===== config.mk =====
export PLATFORM = sky130hd
export DESIGN_NAME = vblank_seq
export DESIGN_NICKNAME = d
export VERILOG_FILES = /design/src/rtl/vblank_seq_pkg.sv /design/src/rtl/vblank_phase_timer.sv /design/src/rtl/vblank_seq.sv
export SDC_FILE = /design/constraint.sdc
export NUM_CORES = 1
export LEC_CHECK = 0
export BUFFER_PORTS_ARGS = -buffer_cell sky130_fd_sc_hd__buf_4
export CAP_MARGIN = 40
export CORE_MARGIN = 1
export CORE_UTILIZATION = 24
export CTS_BUF_LIST = sky130_fd_sc_hd__clkbuf_8
export CTS_CLUSTER_SIZE = 28
export DETAILED_ROUTE_END_ITERATION = 10
export GPL_TIMING_DRIVEN = 0
export SLEW_MARGIN = 20
export SYNTH_ARGS = -nofsm -noshare
export SYNTH_HDL_FRONTEND = slang
export SYNTH_HIERARCHICAL = 1
export SYNTH_SLANG_ARGS = --single-unit

===== constraint.sdc =====
create_clock -name clk -period 4.3 [get_ports clk]
set_clock_uncertainty 0.2 [all_clocks]
set_input_delay 0.215 -clock clk [delete_from_list [all_inputs] [get_ports clk]]
set_output_delay 0.215 -clock clk [all_outputs]
set_load 0.02 [all_outputs]

===== src/rtl/vblank_seq_pkg.sv =====
// Shared timing definitions for the vertical-blanking sequencer: register width, FSM encoding, default XV patterns.
// Latency/backpressure: not applicable (definitions only).
package vblank_seq_pkg;

    localparam int REG_WD = 12;

    typedef enum logic [1:0] {
        IDLE   = 2'd0,
        ACTIVE = 2'd1,
        DONE   = 2'd2
    } vb_state_t;

    // 8 phases x 4 lines, phase 0 in the low nibble
    localparam logic [31:0] XV_HEAD_PATTERN = {4'b0011, 4'b0110, 4'b1100, 4'b1001,
                                               4'b0011, 4'b0110, 4'b1100, 4'b1001};
    localparam logic [31:0] XV_TAIL_PATTERN = {4'b1001, 4'b1100, 4'b0110, 4'b0011,
                                               4'b1001, 4'b1100, 4'b0110, 4'b0011};

    localparam logic [7:0] MIN_STATE_WIDTH = 8'd4;

    function automatic logic [7:0] eff_width(input logic [7:0] w);
        return (w < MIN_STATE_WIDTH) ? MIN_STATE_WIDTH : w;
    endfunction

endpackage


===== src/rtl/vblank_phase_timer.sv =====
// Phase counter / phase index for one blanking unit; updates on the clock after run/clear are sampled.
// No backpressure: run advances, clear zeroes, idle either clears or holds depending on RESUME_MODE.
module vblank_phase_timer #(
    parameter int NUM_PHASES  = 8,
    parameter int RESUME_MODE = 0,
    parameter int IDX_WD      = 3
) (
    input  logic              clk,
    input  logic              reset_n,
    input  logic              clear,
    input  logic              run,
    input  logic [7:0]        width,
    output logic [7:0]        phase_cnt,
    output logic [IDX_WD-1:0] phase_idx,
    output logic              unit_end
);

    logic last_cnt;
    logic last_idx;

    assign last_cnt = (phase_cnt == (width - 8'd1));
    assign last_idx = (phase_idx == IDX_WD'(NUM_PHASES - 1));
    assign unit_end = run && last_cnt && last_idx;

    always_ff @(posedge clk or negedge reset_n) begin
        if (!reset_n) begin
            phase_cnt <= '0;
            phase_idx <= '0;
        end else if (clear) begin
            phase_cnt <= '0;
            phase_idx <= '0;
        end else if (run) begin
            if (last_cnt) begin
                phase_cnt <= '0;
                phase_idx <= last_idx ? '0 : phase_idx + IDX_WD'(1);
            end else begin
                phase_cnt <= phase_cnt + 8'd1;
            end
        end else if (RESUME_MODE == 0) begin
            // a unit cut by the window end starts over at the next window
            phase_cnt <= '0;
            phase_idx <= '0;
        end
    end

endmodule


===== src/rtl/vblank_seq.sv =====
// Vertical-blanking sequencer: runs N-phase XV units inside an hcount window while blanking is requested.
// ov_xv is registered, 1 clock after the window; no backpressure, flag low aborts at any time.
module vblank_seq
    import vblank_seq_pkg::*;
#(
    parameter int                            V_WIDTH     = 4,
    parameter int                            NUM_PHASES  = 8,
    parameter logic [NUM_PHASES*V_WIDTH-1:0] XV_PATTERNS = XV_HEAD_PATTERN,
    parameter logic [V_WIDTH-1:0]            XV_DEFAULT  = 4'b0000,
    parameter int                            COMP_EVEN   = 2,
    parameter int                            COMP_ODD    = 1,
    parameter int                            RESUME_MODE = 0
) (
    input  logic              clk,
    input  logic              reset_n,
    input  logic [REG_WD-1:0] iv_hcount,
    input  logic              i_blank_flag,
    input  logic [REG_WD-1:0] iv_blank_number,
    input  logic [REG_WD-1:0] iv_win_start,
    input  logic [REG_WD-1:0] iv_win_end,
    input  logic [7:0]        iv_state_width,
    output logic [V_WIDTH-1:0] ov_xv,
    output logic              o_busy,
    output logic              o_done,
    output logic [REG_WD-1:0] ov_unit_count
);

    localparam int IDX_WD = (NUM_PHASES > 1) ? $clog2(NUM_PHASES) : 1;

    vb_state_t         state;
    logic [REG_WD-1:0] sh_number;
    logic [REG_WD-1:0] sh_win_start;
    logic [REG_WD-1:0] sh_win_end;
    logic [7:0]        sh_width;
    logic [7:0]        eff_w;
    logic              run;
    logic              timer_clear;
    logic [7:0]        phase_cnt;
    logic [IDX_WD-1:0] phase_idx;
    logic              unit_end;
    logic [7:0]        comp;
    logic [7:0]        thresh;
    logic [V_WIDTH-1:0] pat_cur;
    logic [V_WIDTH-1:0] pat_nxt;
    logic [V_WIDTH-1:0] xv_dec;

    assign eff_w       = eff_width(sh_width);
    assign run         = (state == ACTIVE) && (iv_hcount >= sh_win_start) && (iv_hcount <= sh_win_end);
    assign timer_clear = !i_blank_flag || (state != ACTIVE);

    vblank_phase_timer #(
        .NUM_PHASES  (NUM_PHASES),
        .RESUME_MODE (RESUME_MODE),
        .IDX_WD      (IDX_WD)
    ) u_timer (
        .clk       (clk),
        .reset_n   (reset_n),
        .clear     (timer_clear),
        .run       (run),
        .width     (eff_w),
        .phase_cnt (phase_cnt),
        .phase_idx (phase_idx),
        .unit_end  (unit_end)
    );

    // Edge compensation: leave each phase early by a parity-dependent number of clocks
    assign comp    = phase_idx[0] ? 8'(COMP_ODD) : 8'(COMP_EVEN);
    assign thresh  = (comp >= (eff_w - 8'd1)) ? 8'd0 : (eff_w - 8'd1 - comp);
    assign pat_cur = XV_PATTERNS[int'(phase_idx)*V_WIDTH +: V_WIDTH];
    assign pat_nxt = (phase_idx == IDX_WD'(NUM_PHASES - 1)) ? XV_DEFAULT
                   : XV_PATTERNS[(int'(phase_idx) + 1)*V_WIDTH +: V_WIDTH];
    assign xv_dec  = (phase_cnt <= thresh) ? pat_cur : pat_nxt;

    always_ff @(posedge clk or negedge reset_n) begin
        if (!reset_n) begin
            state         <= IDLE;
            sh_number     <= '0;
            sh_win_start  <= '0;
            sh_win_end    <= '0;
            sh_width      <= '0;
            ov_unit_count <= '0;
            ov_xv         <= XV_DEFAULT;
            o_busy        <= 1'b0;
            o_done        <= 1'b0;
        end else begin
            o_done <= 1'b0;
            ov_xv  <= (run && i_blank_flag) ? xv_dec : XV_DEFAULT;
            if (!i_blank_flag) begin
                state         <= IDLE;
                ov_unit_count <= '0;
                o_busy        <= 1'b0;
            end else begin
                case (state)
                    IDLE: begin
                        sh_number    <= iv_blank_number;
                        sh_win_start <= iv_win_start;
                        sh_win_end   <= iv_win_end;
                        sh_width     <= iv_state_width;
                        if (iv_blank_number != '0) begin
                            state  <= ACTIVE;
                            o_busy <= 1'b1;
                        end else begin
                            state  <= DONE;
                            o_done <= 1'b1;
                        end
                    end
                    ACTIVE: begin
                        if (unit_end && (ov_unit_count != sh_number)) begin
                            ov_unit_count <= ov_unit_count + REG_WD'(1);
                            if ((ov_unit_count + REG_WD'(1)) == sh_number) begin
                                state  <= DONE;
                                o_busy <= 1'b0;
                                o_done <= 1'b1;
                            end
                        end
                    end
                    DONE: begin
                        state <= DONE;
                    end
                    default: state <= IDLE;
                endcase
            end
        end
    end

endmodule


After elaboration in Yosys (flattened, before gate mapping):

Index checks and enable logic that the tools add are counted.
Widths: inputs -> output; s select.

* $add $sub $neg: 6
* $lt $le $gt $ge: 5
* equality and inequality tests: 14
* shift-type cells: 2
* mux-type cells: 31
* reductions and logical operators: 14

Operator list (count)
* $mux 8: 5
* $mux 12: 3
* $shiftx 32x6->4 const A: 1
* $shiftx 32x7->4 const A: 1
* $add 12x1->12 const B: 1
* $eq 12x12->1: 1
* $ge 12x12->1: 1
* $le 12x12->1: 1
* $mux 3: 4
* $mux 4: 3
* $ne 12x12->1: 1
* $reduce_bool 12->1: 1
* $mux 2: 5
* $add 8x1->8 const B: 1
* $eq 8x8->1: 1
* $ge 2x8->1: 1
* $le 8x8->1: 1
* $lt 8x3->1 const B: 1
* $mux 1: 8
* $sub 8x1->8 const B: 1
* $sub 8x2->8: 1
* $logic_and 1x1->1: 6
* $ne 2x1->1 const B: 3
* $ne 3x1->1 const B: 2
* other kinds (14): 18

* bits in registers: 75
* input bits: 59
* output and inout bits: 18
* word-level logic and storage cells: 83

Logic depth before layout (Yosys ltp):

Gate-level depths: netlist of the first run.

* word-level depth: 10
* depth in mapped cells: 21
* depth with buffers taken out: 19

Modules after synthesis:

Netlist of the first run, hierarchy kept.

Modules (own cells, without submodules)
* vblank_seq: times used 1, cells each 437, area an instance 4408.0 sq um, seq. area each 1601.5 sq um
* vblank_phase_timer: times used 1, cells each 89, area an instance 847.1 sq um, seq. area each 275.3 sq um

Worst setup path before layout of the first run:

OpenSTA, ideal clock, no wires.

* path kind: register to register
* from: reg sh_width[4]
* to: reg ov_xv[1]
* setup time: 0.079 ns
* arrival time: 3.665 ns
* data required time: 4.021 ns
* path slack: 0.356 ns
* stages on the path, launching flop included: 21
* path buffers: 3
* clock period less this slack: 3.944 ns
* cells stage by stage: dfrtp_1 clkbuf_1 nor2_1 nand3_1 nand2_1 ha_1 clkbuf_1 and4b_1 a211oi_1 a2bb2oi_1 or4_1 clkbuf_1 nand2_1 ha_1 nor2b_1 o21a_1 o21ai_0 a21oi_1 o22a_1 nand2b_1 a21oi_1

* word-level cells in the longest chain between the ends: 8
* elaborated cells on any way between the ends: 9
* classes of those cells: add/sub (2); order compare (3); mux (4)

RTL lines
* start: declaration: RTL line vblank_seq.sv:34 `logic [7:0] sh_width;`
* start signal: assignment: RTL line vblank_seq.sv:98 `sh_width <= iv_state_width;`
* $lt 8x3->1: RTL line vblank_seq_pkg.sv:22 `return (w < MIN_STATE_WIDTH) ? MIN_STATE_WIDTH : w;`
* $mux 8 *: RTL line vblank_seq_pkg.sv:22
* $sub 8x1->8 *: RTL line vblank_seq.sv:68 `assign thresh = (comp >= (eff_w - 8'd1)) ? 8'd0 : (eff_w - 8'd1 - comp);`
* $sub 8x2->8 / $ge 2x8->1 (equally long branches): RTL line vblank_seq.sv:68
* $mux 8 *: RTL line vblank_seq.sv:68
* $le 8x8->1 *: RTL line vblank_seq.sv:72 `assign xv_dec = (phase_cnt <= thresh) ? pat_cur : pat_nxt;`
* $mux 4 *: RTL line vblank_seq.sv:72
* $mux 4 *: RTL line vblank_seq.sv:87 `ov_xv <= (run && i_blank_flag) ? xv_dec : XV_DEFAULT;`
* end signal: assignment: RTL line vblank_seq.sv:87
* end: declaration: RTL line vblank_seq.sv:22 `output logic [V_WIDTH-1:0] ov_xv,`

Mark *: on every way between the ends. The rest lies on a longest branch, timed or not.
A chain may end at the register's enable or synchronous reset.

Worst setup path in the final report of the first run:

* from: reg sh_width[3]
* to: reg ov_xv[1]

The elaborated chain is that of the path after synthesis.

==> flow_summary.ini, run 1 <==
[status]
run_status = finished clean

[power_and_ir_drop]
ir_worst_vdd_mv = 0.205
switching_share_pct = 39.9
fin_total_pwr_mw = 3.50
p_int_mw = 2.10
p_clk_share_pct = 16.7
switchingPower_mw = 1.39
p_per_area_mw_per_mm2 = 507
p_leak_nw = 3.10
seqPwrFrac_pct = 31.5
combinationalPowerShare_pct = 51.8

[drt]
wl_met1_mm = 6.12
first_pass_iters = 4
drtIter0Drc = 93
vias_per_cell = 4.50
routedWlPerCell_um = 13.2
antenna_left = 0
vias = 4230
drc = 0
drt-total-wl_mm = 12.4
wl_met2_mm = 5.80
route.met3.wl_um = 391
highest_layer = met4

[clock_tree]
cts-buffers-inserted = 9
cts_buffer_depth = 2
cts_tree = done
root_buffer = clkbuf_8
insertion_delay_ps = 380
cts.clk_slew.worst_paths_ps = 90
clock-sinks = 75
cts.htree.levels = 3

[synth]
synthArstFlopShare_pct = 100
synth_seq_cells = 75
synth_ff_type = dfrtp_1
ys_types = 65
synth_top_area_cell = dfrtp_1
yosysWarnings = 6
ys_seq_area_share_pct = 35.7
synth.area.top_cells = dfrtp_1 36%, ha_1 11%, mux2_2 9.4%, xnor2_1 4.7%, inv_1 3.3%
synthesis.nets = 632
avgSynthCellArea_um2 = 9.99
synth_edf_count = 0
syn-cell-area_mm2 = 0.00526
yosys.area.top_type_share_pct = 35.7
synthCells = 526

[timing]
finalCritPeriodShare_pct = 94.2
slew_headroom_pct = 50.2
worst_pin_slew_ps = 738
fin_hold_ws_ps = 38.9
hold_violations = 0
fmax_mhz = 247
drv_slew = 0
setup_viol = 0
fin_crit_ps = 4050

[floorplanning]
design.die.area_mm2 = 0.0225
pin_count = 77
fp.dieH_um = 150
rows = 53
core_area_mm2 = 0.0212
die-width_um = 150
start_util_pct = 24.8

[global_routing]
grt_overflow = 0
grt_pass1_wl_mm = 20.6
grt_max_degree = 48
antenna_found_initial = 0
grt_usage_pct = 11.8
first_global_vias = 4193

[worst_setup_path]
crit_path_start_kind = register
timing.critical_path.buf_inv = 2
cpPeakStageDelay_ps = 560
cp.arrival_ps = 4140
cp_cell_sequence = clkbuf_4, nor2_2, nand3_1, nand2_1, ha_4, and4b_1, a211oi_1, a2bb2oi_1, or4_1, clkbuf_1, nand2_1, ha_1, nor2b_1, o21a_1, o21ai_0, a21oi_1, o22a_2, nand2b_1, a21oi_1
path_class = reg2reg
path_max_fanout = 10
cp_data_required_time_ps = 4390
path_delay_family = simple AND/OR/NAND/NOR gates
crit_path_end_kind = register
critPathSlowestCell = or4_1

[placement]
dpl.hpwl_mm = 9.54
gp_congestion = 0.801
post-place-cells = 877
port_buffers = 75

[layout]
area_growth_pct = 31.1
final_cell_mix = 79 x buf_4, 75 x dfrtp_1, 45 x inv_1, 45 x ha_1, 45 x dlygate4sd3_1
layout.cells.non_filler = 939
fill_cells = 2224
nNetsFinal = 765
multi_input_area_mm2 = 0.00314
final_common_cell = buf_4
antennaDiodeCount = 0
register_area_mm2 = 0.00188
fin_util_pct = 32.5
drive_gt1_share_pct = 25.8

[run]
maxCapViolCount = 0

[min_path]
min_path_type = in2reg
[worst paths after layout]
check	from	to	slack [ps]	depth (start not counted)
hold / removal	i_blank_flag	ov_unit_count[3]$_DFFE_PN0P_	40	2
max in group asynchronous	reset_n	u_timer/phase_cnt[7]$_DFF_PN0_	3210	3
hold reg to reg	sh_win_end[10]$_DFFE_PN0P_	sh_win_end[10]$_DFFE_PN0P_	310	1
setup reg to reg	sh_width[3]$_DFFE_PN0P_	ov_xv[1]$_DFF_PN0_	250	19
min in group asynchronous	reset_n	sh_win_end[11]$_DFFE_PN0P_	110	2
setup / recovery	sh_width[3]$_DFFE_PN0P_	ov_xv[1]$_DFF_PN0_	250	19
[flip-flops by register name, summed over array words and instances (netlist names)]
register,cells
o_busy,1
o_done,1
ov_xv,4
u_timer/phase_cnt,8
u_timer/phase_idx,3
ov_unit_count,12
sh_width,8
sh_number,12
state,2
sh_win_end,12
sh_win_start,12
[Yosys cell counts (3+ instances only)]
| library cell | n |
|---|---|
| ha_1 | 46 |
| a21oi_1 | 14 |
| and3_1 | 6 |
| nand2b_1 | 3 |
| or3_1 | 8 |
| nor3_1 | 8 |
| mux2i_1 | 9 |
| o21a_1 | 4 |
| nor3_4 | 3 |
| buf_2 | 4 |
| a31oi_1 | 3 |
| nand2_1 | 23 |
| nand3_1 | 12 |
| xor2_1 | 18 |
| mux2_2 | 44 |
| a211oi_1 | 4 |
| and4_1 | 4 |
| clkbuf_1 | 15 |
| a21o_1 | 9 |
| nand4_1 | 20 |
| nor4_1 | 4 |
| nor2_1 | 28 |
| o21ai_0 | 19 |
| nor2b_1 | 10 |
| xnor2_1 | 28 |
| a21boi_0 | 7 |
| inv_1 | 46 |
| and2_1 | 5 |
| and3b_1 | 3 |
| dfrtp_1 | 75 |
[through the flow]
| stage | area (µm²) | TNS, ps | worst slack (ps) |
|---|---|---|---|
| global route | 6890 | -6.50 | -6.50 |
| finish | 6890 | 0 | 251 |
| floorplan | 5260 | 0 | 356 |
| CTS | 6850 | 0 | 5.42 |
| global placement | 6160 | -292 | -124 |
| detailed placement | 6190 | -431 | -161 |
[cell families after synthesis]
group | synth area share (%)
flops | 35.7
xor+xnor | 7.67
buf+inv | 5.02
mux | 11.4
compound gates | 10.4
fa+ha+maj | 11.3
simple gates | 18.5
[repair_timing]
item | in CTS | in global routing
resized for setup | 2 | 11
endpoints found under the hold margin | 119 | 0
setup endpoints to repair | 4 | 4
setup buffers | 0 | 2
hold buffers | 45 | 0
pin swaps | 0 | 0
[final cells by class]
cell class / count / area share (%)
multi-input cells: 384 / 45.6
flip-flops and latches: 75 / 27.2
repair buffers: 123 / 15.3
well taps: 275 / 4.99
inverters: 46 / 2.51
clock buffers: 9 / 1.80
plain buffers: 20 / 1.36
clock inverters: 7 / 1.18
[power groups by stage]
stage	sequential [mW]	combinational, mW	clock (mW)
after CTS	1.10	1.79	0.610
after detailed placement	1.11	1.74	0
after global routing	1.14	2.06	0.632
after floorplan	1.07	1.37	0
after global placement	1.11	1.72	0
final	1.10	1.81	0.583
[metal layers]
layer	vias to the layer above	track usage [%]
met1	2018	15.9
met4	0	3.18
met3	10	2.20
met5	-	0
li1	2139	-
met2	63	19.2
(Power assumes the default switching activity.)
==> inputs of run 2 (changes only) <==
--- a/config.mk
+++ b/config.mk
@@ -13,6 +13,7 @@
 export CTS_CLUSTER_SIZE = 28
 export DETAILED_ROUTE_END_ITERATION = 10
 export GPL_TIMING_DRIVEN = 0
+export PLACE_DENSITY = 0.41
 export SLEW_MARGIN = 20
 export SYNTH_ARGS = -nofsm -noshare
 export SYNTH_HDL_FRONTEND = slang
==> flow_summary.ini, run 2 (synthesized netlist as in run 1, its figures left out) <==
[status]
run_status = finished clean

[worst_setup_path]
ff2ff_path_depth = 18
path_class = reg2reg
r2r-start = sh_width[3]$_DFFE_PN0P_
crit_path_end_kind = register
cp.arrival_ps = 4060
cp_data_required_time_ps = 4390
regToRegSetupSlack_ps = 330
path_max_fanout = 10
crit_path_start_kind = register
crit_path_end = ov_xv[1]$_DFF_PN0_
reg2reg_to = ov_xv[1]$_DFF_PN0_
worstSetupStartpoint = sh_width[3]$_DFFE_PN0P_

[timing]
fin_crit_ps = 3970
setup_viol = 0
slew_headroom_pct = 52.6
fmax_mhz = 252
drv_slew = 0
finalCritPeriodShare_pct = 92.4
worst_pin_slew_ps = 711
hold_violations = 0
fin_hold_ws_ps = 39.5
rsz0062_at_grt = false

[global_routing]
grt_max_degree = 41
first_global_vias = 4534
grt_overflow = 0
grt_pass1_wl_mm = 22.7
grt_usage_pct = 13.1
antenna_found_initial = 0

[layout]
drive_gt1_share_pct = 26.1
area_growth_pct = 31.1
nNetsFinal = 764
final_cell_mix = 78 x buf_4, 75 x dfrtp_1, 45 x inv_1, 45 x ha_1, 45 x dlygate4sd3_1
fill_cells = 2190
final_common_cell = buf_4
antennaDiodeCount = 0

[floorplanning]
start_util_pct = 24.8
design.die.area_mm2 = 0.0225
die-width_um = 150
core_area_mm2 = 0.0212
fp.dieH_um = 150
rows = 53
pin_count = 77

[drt]
first_pass_iters = 4
vias = 4303
vias_per_cell = 4.59
drt-total-wl_mm = 13.6
antenna_left = 0
drc = 0
routedWlPerCell_um = 14.5
drtIter0Drc = 134

[power_and_ir_drop]
p_leak_nw = 3.10
ir_worst_vdd_mv = 0.148
fin_total_pwr_mw = 3.53
p_per_area_mw_per_mm2 = 513

[clock_tree]
cts_tree = done
clock-sinks = 75
cts.htree.levels = 3
cts-buffers-inserted = 9
cts_buffer_depth = 2
cts.clk_slew.worst_paths_ps = 90
insertion_delay_ps = 370
root_buffer = clkbuf_8

[placement]
gp_congestion = 0.789
port_buffers = 75
dpl.hpwl_mm = 10.5

[run]
maxCapViolCount = 0

[min_path]
min_path_type = in2reg
## run 2: timing repair
action | in CTS | in global routing
gates cloned | 0 | 0
resized for setup | 5 | 10
endpoints found under the setup margin | 4 | 4
setup buffers | 0 | 1
hold buffers | 45 | 0
hold endpoints to repair | 79 | 0
## run 2: final cells by class
| type | count | area, µm² | area share, % |
|---|---|---|---|
| multi-input combinational | 384 | 3150 | 45.8 |
| sequential | 75 | 1880 | 27.2 |
| timing repair buffer | 123 | 1050 | 15.3 |
| tap | 275 | 344 | 4.99 |
| inverter | 46 | 173 | 2.51 |
| clock buffer | 10 | 138 | 2.00 |
| buffer | 19 | 90.1 | 1.31 |
| clock inverter | 6 | 62.6 | 0.908 |
## run 2: power by group
| part | internal, mW | total (mW) | switching, mW |
|---|---|---|---|
| clock | 0.284 | 0.578 | 0.293 |
| sequential | 0.930 | 1.11 | 0.180 |
| combinational | 0.894 | 1.85 | 0.952 |
| total | 2.11 | 3.53 | 1.43 |
## run 2: worst min-delay path by stage
stage                                from                      endpoint  slack, ps  cells after the start
after floorplan                   reset_n            o_busy$_DFFE_PN0P_       -280                      0
after global placement    iv_win_start[4]   sh_win_start[4]$_DFFE_PN0P_        250                      2
after detailed placement          reset_n     sh_win_end[8]$_DFFE_PN0P_         20                      1
after CTS                    i_blank_flag            o_busy$_DFFE_PN0P_         30                      3
after global routing         i_blank_flag  ov_unit_count[2]$_DFFE_PN0P_         70                      2
final                        i_blank_flag  ov_unit_count[3]$_DFFE_PN0P_         40                      2
## run 2: per-layer routing
layer,global-route usage (%),wire [µm]
met1,15.2,6070
met3,3.87,569
met5,0,0
met4,4.24,264
met2,22.8,6730
## run 2: critical path: stages, from the launching register on
cell       delay (ps)
dfrtp_1           360
clkbuf_4          200
nor2_4            140
nand3_1           140
nand2_2           140
ha_4              210
and4b_1           200
a211oi_1           50
a2bb2oi_1         180
or4_4             610
nand2_1           110
ha_1              230
nor2b_1           130
o21a_1            160
o21ai_0           150
a21oi_1            90
o22a_2            270
nand2b_1          160
a21oi_1           140
## run 2: through the flow
stage / setup WS, ps / TNS, ps / utilization (%) / instance area [µm²] / std cells
floorplan: 356 / 0 / - / 5260 / 526
finish: 328 / 0 / 32.5 / 6890 / 938
global route: 63.9 / 0 / 32.5 / 6890 / 938
detailed placement: -257 / -852 / 29.1 / 6180 / 877
global placement: -133 / -455 / 29.0 / 6160 / 876
CTS: 21.4 / 0 / 32.2 / 6840 / 937
==> inputs of run 3 (changes only) <==
--- a/config.mk
+++ b/config.mk
@@ -13,6 +13,7 @@
 export CTS_CLUSTER_SIZE = 28
 export DETAILED_ROUTE_END_ITERATION = 10
 export GPL_TIMING_DRIVEN = 0
+export MAX_ROUTING_LAYER = met4
 export PLACE_DENSITY = 0.41
 export SLEW_MARGIN = 20
 export SYNTH_ARGS = -nofsm -noshare
==> flow_summary.ini, run 3 (synthesized netlist as in run 1, its figures left out) <==
[status]
run_status = finished clean

[floorplanning]
rows = 53
fp.dieH_um = 150
start_util_pct = 24.8
core_area_mm2 = 0.0212
design.die.area_mm2 = 0.0225
die-width_um = 150
pin_count = 77

[clock_tree]
cts.htree.levels = 3
insertion_delay_ps = 370
cts_buffer_depth = 2
root_buffer = clkbuf_8
cts-buffers-inserted = 9
cts.clk_slew.worst_paths_ps = 90
cts_tree = done
clock-sinks = 75

[layout]
final_cell_mix = 78 x buf_4, 75 x dfrtp_1, 45 x inv_1, 45 x ha_1, 45 x dlygate4sd3_1
antennaDiodeCount = 0
multi_input_area_mm2 = 0.00315
nNetsFinal = 764
final_common_cell = buf_4
fill_cells = 2190
area_growth_pct = 31.1
stdcell_area_mm2 = 0.00689
fin_util_pct = 32.5
register_area_mm2 = 0.00188
drive_gt1_share_pct = 26.1

[worst_setup_path]
cp_data_required_time_ps = 4390
crit_path_start_kind = register
cp.arrival_ps = 4050
path_max_fanout = 10
crit_path_end_kind = register
path_class = reg2reg

[timing]
hold_violations = 0
setup_viol = 0
drv_slew = 0
finalCritPeriodShare_pct = 92.3
rsz0062_at_grt = false
worst_pin_slew_ps = 710
finalSetupTns_ps = 0
slew_headroom_pct = 52.6
fmax_mhz = 252
fin_hold_ws_ps = 40.0
fin_crit_ps = 3970

[min_path]
min_path_type = in2reg

[drt]
vias = 4298
antenna_left = 0
first_pass_iters = 4
drt-total-wl_mm = 13.6
vias_per_cell = 4.58
drc = 0
drtIter0Drc = 127
routedWlPerCell_um = 14.5

[power_and_ir_drop]
p_clk_share_pct = 16.3
switching_share_pct = 40.4
p_int_mw = 2.11
p_per_area_mw_per_mm2 = 513
switchingPower_mw = 1.43
p_leak_nw = 3.10
seqPwrFrac_pct = 31.4
fin_total_pwr_mw = 3.53
combinationalPowerShare_pct = 52.2
ir_worst_vdd_mv = 0.148

[global_routing]
first_global_vias = 4534
grt_pass1_wl_mm = 22.7
grt_usage_pct = 13.5
grt_overflow = 0
grt_max_degree = 41
antenna_found_initial = 0

[placement]
dpl.hpwl_mm = 10.5
dpl_cell_area_mm2 = 0.00618
gp_congestion = 0.800
port_buffers = 75

[run]
maxCapViolCount = 0
run 3: cell counts in the layout (fill, tap and decap cells not counted):
No cell type changed its count.
run 3: cell type report:
cell class              count  area share [%]
plain buffers              19            1.31
clock buffers              10            2.00
clock inverters             6           0.908
inverters                  46            2.51
multi-input cells         384            45.8
flip-flops and latches     75            27.2
well taps                 275            4.99
repair buffers            123            15.3
run 3: through the flow:
step                std cells  setup WS (ps)
finish                    938            331
floorplan                 526            356
CTS                       937           21.4
detailed placement        877           -257
global route              938           66.3
global placement          876           -133
run 3: final timing paths:
check	start	to	slack, ps	cells past startpoint
max	sh_width[3]$_DFFE_PN0P_	ov_xv[1]$_DFF_PN0_	330	18
min	i_blank_flag	ov_unit_count[3]$_DFFE_PN0P_	40	2
max reg2reg	sh_width[3]$_DFFE_PN0P_	ov_xv[1]$_DFF_PN0_	330	18
min reg2reg	sh_win_end[10]$_DFFE_PN0P_	sh_win_end[10]$_DFFE_PN0P_	310	1
max in group asynchronous	reset_n	u_timer/phase_cnt[0]$_DFF_PN0_	3160	3
min in group asynchronous	reset_n	sh_win_end[8]$_DFFE_PN0P_	140	2
run 3: worst max-delay path: stages, from the launching register on:
cell and delay, ps:
dfrtp_1 360, clkbuf_4 200, nor2_4 140, nand3_1 140, nand2_2 140, ha_4 210, and4b_1 200, a211oi_1 50
a2bb2oi_1 180, or4_4 610, nand2_1 110, ha_1 230, nor2b_1 130, o21a_1 160, o21ai_0 150, a21oi_1 90
o22a_2 270, nand2b_1 160, a21oi_1 140
run 3: what timing repair did:
action | in CTS | in global routing
gates resized for setup | 5 | 10
buffers inserted | 0 | 1
hold endpoints to repair | 79 | 0
hold buffers | 45 | 0
setup endpoints to repair | 4 | 4
run 3: per-layer routing:
layer  part of all wire, %  global-route usage, %  up-vias
met5                     0                      -        -
met4                   1.9                   4.24        0
met3                   3.0                   3.63       19
met2                    49                   22.8       55
met1                    46                   15.4     2095
li1                      -                      -     2129
run 3: power groups by stage:
stage | Clock [mW] | Sequential (mW) | Combinational (mW)
2_1_floorplan | 0 | 1.07 | 1.37
3_3_place_gp | 0 | 1.11 | 1.74
4_1_cts | 0.612 | 1.11 | 1.83
6_report | 0.578 | 1.11 | 1.85
3_5_place_dp | 0 | 1.12 | 1.78
5_1_grt | 0.641 | 1.14 | 2.10
